`src/rtl/dmem_arbiter.sv`:
```
// Shares the single data-memory port between the CPU and a DMA/debug master.
// The CPU owns the port by default; DMA bursts are bounded and followed by a cooldown cycle.
module dmem_arbiter #(
  parameter int DATA_W       = 16,
  parameter int STARVE_LIMIT = 3,
  parameter int BURST_MAX    = 4
) (
  input  logic              clock,
  input  logic              reset,
  input  logic [DATA_W-1:0] cpu_addr,
  input  logic [DATA_W-1:0] cpu_wdata,
  input  logic              cpu_read,
  input  logic              cpu_write,
  output logic [DATA_W-1:0] cpu_rdata,
  output logic              cpu_stall,
  input  logic              dma_req,
  input  logic              dma_write,
  input  logic [DATA_W-1:0] dma_addr,
  input  logic [DATA_W-1:0] dma_wdata,
  output logic              dma_gnt,
  output logic              dma_done,
  output logic [DATA_W-1:0] dma_rdata,
  output logic [DATA_W-1:0] mem_addr,
  output logic [DATA_W-1:0] mem_wdata,
  output logic              mem_read,
  output logic              mem_write,
  input  logic [DATA_W-1:0] mem_rdata
);

  localparam int WW = $clog2(STARVE_LIMIT + 1);
  localparam int BW = $clog2(BURST_MAX + 1);
  localparam logic [WW-1:0] WAIT_MAX   = WW'(STARVE_LIMIT);
  localparam logic [BW-1:0] BURST_LAST = BW'(BURST_MAX);

  typedef enum logic [1:0] {ST_CPU, ST_DMA, ST_COOL} state_t;

  state_t            state_q, state_d;
  logic [WW-1:0]     wait_cnt_q, wait_cnt_d;
  logic [BW-1:0]     burst_cnt_q, burst_cnt_d;
  logic              dma_done_q;
  logic [DATA_W-1:0] dma_rdata_q;
  logic              cpu_access;
  logic              gnt_raw;
  logic              gnt;

  assign cpu_access = cpu_read | cpu_write;

  always_comb begin
    gnt_raw     = 1'b0;
    state_d     = state_q;
    burst_cnt_d = burst_cnt_q;
    wait_cnt_d  = wait_cnt_q;

    case (state_q)
      ST_CPU:  gnt_raw = dma_req & (~cpu_access | (wait_cnt_q == WAIT_MAX));
      ST_DMA:  gnt_raw = dma_req;
      default: gnt_raw = 1'b0;
    endcase
    // Reset masks the grant so nothing reaches memory while held in reset.
    gnt = gnt_raw & reset;

    case (state_q)
      ST_CPU: begin
        if (gnt) begin
          burst_cnt_d = BW'(1);
          state_d     = (BURST_MAX == 1) ? ST_COOL : ST_DMA;
        end
      end
      ST_DMA: begin
        if (gnt) begin
          burst_cnt_d = burst_cnt_q + BW'(1);
          if (burst_cnt_d == BURST_LAST) state_d = ST_COOL;
        end else begin
          state_d = ST_CPU;
        end
      end
      default: state_d = ST_CPU;
    endcase

    if (gnt || !dma_req) wait_cnt_d = '0;
    else if (wait_cnt_q != WAIT_MAX) wait_cnt_d = wait_cnt_q + WW'(1);
  end

  always_ff @(posedge clock) begin
    if (!reset) begin
      state_q     <= ST_CPU;
      wait_cnt_q  <= '0;
      burst_cnt_q <= '0;
      dma_done_q  <= 1'b0;
      dma_rdata_q <= '0;
    end else begin
      state_q     <= state_d;
      wait_cnt_q  <= wait_cnt_d;
      burst_cnt_q <= burst_cnt_d;
      dma_done_q  <= gnt;
      if (gnt && !dma_write) dma_rdata_q <= mem_rdata;
    end
  end

  // Port mux: DMA drives memory only in its granted cycles.
  assign dma_gnt   = gnt;
  assign cpu_stall = cpu_access & gnt;
  assign mem_addr  = gnt ? dma_addr  : cpu_addr;
  assign mem_wdata = gnt ? dma_wdata : cpu_wdata;
  assign mem_read  = reset & (gnt ? ~dma_write : cpu_read);
  assign mem_write = reset & (gnt ?  dma_write : cpu_write);
  assign cpu_rdata = mem_rdata;
  assign dma_done  = dma_done_q;
  assign dma_rdata = dma_rdata_q;

endmodule

```
`config.mk`:
```
export PLATFORM = sky130hd
export DESIGN_NAME = dmem_arbiter
export DESIGN_NICKNAME = d
export VERILOG_FILES = /design/src/rtl/dmem_arbiter.sv
export SDC_FILE = /design/constraint.sdc
export NUM_CORES = 1
export LEC_CHECK = 0
export ABC_AREA = 1
export CORE_MARGIN = 4
export CORE_UTILIZATION = 40
export CTS_CLUSTER_DIAMETER = 50
export DETAILED_ROUTE_END_ITERATION = 10
export DONT_BUFFER_PORTS = 1
export HOLD_SLACK_MARGIN = 0.06
export RECOVER_POWER = 25
export SYNTH_ARGS = -nofsm -noshare
export SYNTH_HDL_FRONTEND = slang
export SYNTH_SLANG_ARGS = --single-unit
```
`constraint.sdc`:
```
create_clock -name clock -period 2.9 [get_ports clock]
set_input_delay 0.435 -clock clock [delete_from_list [all_inputs] [get_ports clock]]
set_output_delay 0.435 -clock clock [all_outputs]
set_load 0.01 [all_outputs]
```
==> results.txt <==
Yosys top cell area share: 29.8%
Core Region: 4120 sq um
Mux share of post-synthesis cell area: 0.572%
Cell count after synthesis: 309
Setup bufs post-CTS: 0
Layout cell share with drive strength beyond 1: 3.86%
Worst R2R Path Depth: 7
Final setup violation count: 0
Die span in y: 74.2 um
Avg Inst Size Synth: 5.66 sq um
DRT iter0 DRCs: 49
Reg area: 480 sq um
Footprint of the multi-input gates: 866 sq um
Largest area contributor in the synthesized netlist: nand2_1
H-tree depth: 1
Maxcap violations: 0
Clock Tree Buf Depth: 2
GR peak layer: met2
Pleak: 0.981 nW
Tmin final: 2.67 ns
Vias in the first global route: 1256
Die Wd: 74.2 um
Simple-Gate Fraction of Synth Area: 44.3%
Seq/Total Area, Yosys: 27.4%
Via Count: 1573
Post-DRT Antenna Nets: 0
I/O pin count: 155
Post-CTS Resized: 0
Net Count, Synth: 398
GR Overflow Total: 0
RSZ-0062 raised after global routing: false
DRC viols: 0
Least-Margin Pin Slew: 0.519 ns
CTS tree: done
Grt met1 use: 15.7%
Fin nets: 376
CTS Hold Buffers Added: 0
Initial antenna violation count: 0
Fillers: 456
Port bufs: 0
#FFs+latches synth: 24
Count of cell types in the netlist: 19
Clock sink total: 24
Worst slew margin: 65.3%
Pwr dens: 395 nW/um^2
XOR/XNOR share of the synthesized area: 1.00%
HPWL after DPL: 3.33 mm
GRT Total Usage: 12.9%
# diodes: 0
GR Util met3: 5.00%
Critical Path Start Type: register
CP Capture Type: output port
Synth Area in Compound Gates: 1.43%
Initial Util: 42.5%
Wire per inst: 12.8 um
Pins Over Slew Limit: 0
First-pass DRT Iterations: 4
Mapped Area: 1750 sq um
Met2 usage: 21.9%
Die area: 5500 sq um
CP max FO: 34
Tcrit/Tclk final: 92.0%
Crit path DAT: 2.23 ns
Largest net degree at the start of global routing: 35
Root buf cell: clkbuf_8
Clock skew: 0.00341 ns
Hold Fails Final Rpt: 0
Largest family of logic cells by synthesized area: simple AND/OR/NAND/NOR gates
GP Congestion: 0.671
Worst Hold Path Cells: 2
CP Data Required Time: 2.47 ns
Top cells by area, synth: nand2_1 (30%), dfxtp_1 (27%), inv_1 (12%), buf_4 (7.3%), nand4_1 (6.1%)
Num rows: 23
First-pass GRT wire length: 5.62 mm
Status: complete, no violations
Placement Setup Slack: 0.522 ns
Drt total wl: 4.28 mm
CTS buffer count: 3
Syn. warnings: 0
Setup Total Neg Slack: 0 ns
P&R area growth vs syn: -3.43%
Crit Path Category: register to output port
Min Hold Slack: 0.287 ns
Clock-pin slew on the worst setup and hold paths: 0.08 ns
Vias per cell: 4.70
Fmax achieved: 375 MHz
Peak VDD IR: 201 uV
HP Class: input pin to register
Synth Area in Adders: 2.14%
Clk Latency, worst-skew pair: 0.26 ns
PnR worst setup slack: 0.232 ns
## metrics by stage
step / total power [mW] / utilization [%] / instances / area, sq um
detailed placement: 0.483 / 40.1 / 332 / 1650
finish: 0.668 / 41.1 / 335 / 1690
CTS: 0.683 / 41.1 / 335 / 1690
global route: 0.708 / 41.1 / 335 / 1690
global placement: 0.481 / 40.1 / 332 / 1650
floorplan: 0.490 / - / 309 / 1750
## power by group
group / total (mW) / switching [mW] / internal [mW]
Sequential: 0.349 / 0.00948 / 0.339
Clock: 0.194 / 0.102 / 0.0928
Combinational: 0.125 / 0.0889 / 0.0360
## state kept, by name, indices dropped and copies added, names as in the netlist
name / cells
dma_rdata: 16
dma_done: 1
state_q: 2
burst_cnt_q: 3
wait_cnt_q: 2
## synth_stat cells, drive strengths merged
library cell	instances
nand4	17
clkinv	1
mux2i	1
dfxtp	24
nand2	142
inv	59
clkbuf	7
xor2	1
nand3	2
a21oi	5
xnor2	1
nor2	24
buf	22
ha	3
## kinds of logic (layout without fill, tap and decap cells)
kind of cell / after synthesis / in the layout
buf+inv: 89 / 65
mux: 1 / 1
xor+xnor: 2 / 2
compound gates: 5 / 5
fa+ha+maj: 3 / 3
flops: 24 / 24
simple gates: 185 / 185
## worst max-delay path, cell delays in order, from the launching register on
cell     delay, ns
dfxtp_1       0.35
ha_1          0.22
nor2_1        0.07
nand2_2       0.30
nand2_2       0.28
inv_2         0.48
nand2_1       0.13
nand2_1       0.14
## final timing paths
path,startpoint,end,slack (ns)
min,reset,state_q[1]$_SDFFE_PN0P_,0.29
max,wait_cnt_q[0]$_SDFFE_PP0N_,mem_wdata[11],0.23
min reg2reg,state_q[0]$_SDFFE_PN0P_,state_q[0]$_SDFFE_PN0P_,0.47
max reg2reg,wait_cnt_q[0]$_SDFFE_PP0N_,wait_cnt_q[1]$_SDFFE_PP0N_,1.07
## area by class of cell
cell class | instances | share of cell area, %
Tap cell | 50 | 3.70
Inverter | 60 | 13.3
Timing Repair Buffer | 2 | 0.888
Clock buffer | 3 | 2.44
Multi-Input combinational cell | 196 | 51.2
Sequential cell | 24 | 28.4
## cell usage in the layout, fill, tap and decap left out
| master | netlist | final |
|---|---|---|
| a21oi_1 | 5 | 5 |
| nand2_1 | 139 | 139 |
| xnor2_1 | 1 | 1 |
| buf_4 | 17 | 2 |
| dfxtp_1 | 24 | 24 |
| nand3_1 | 1 | 1 |
| nand2_2 | 3 | 3 |
| clkinv_1 | 1 | 1 |
| nor2_8 | 1 | 1 |
| nand4_1 | 17 | 17 |
| mux2i_1 | 1 | 1 |
| xor2_1 | 1 | 1 |
| inv_2 | 1 | 1 |
| clkbuf_8 | 0 | 3 |
| inv_1 | 58 | 58 |
| nand3_4 | 1 | 1 |
| ha_1 | 3 | 3 |
| nor2_1 | 23 | 23 |
## per-layer routing
layer  vias up  part of all wire (%)
met1       657                    40
met2        76                    50
li1        838                     -
met4         0                  0.42
met3         2                    10
met5         -                     0
Note: power is estimated with default switching activity, not from simulation.
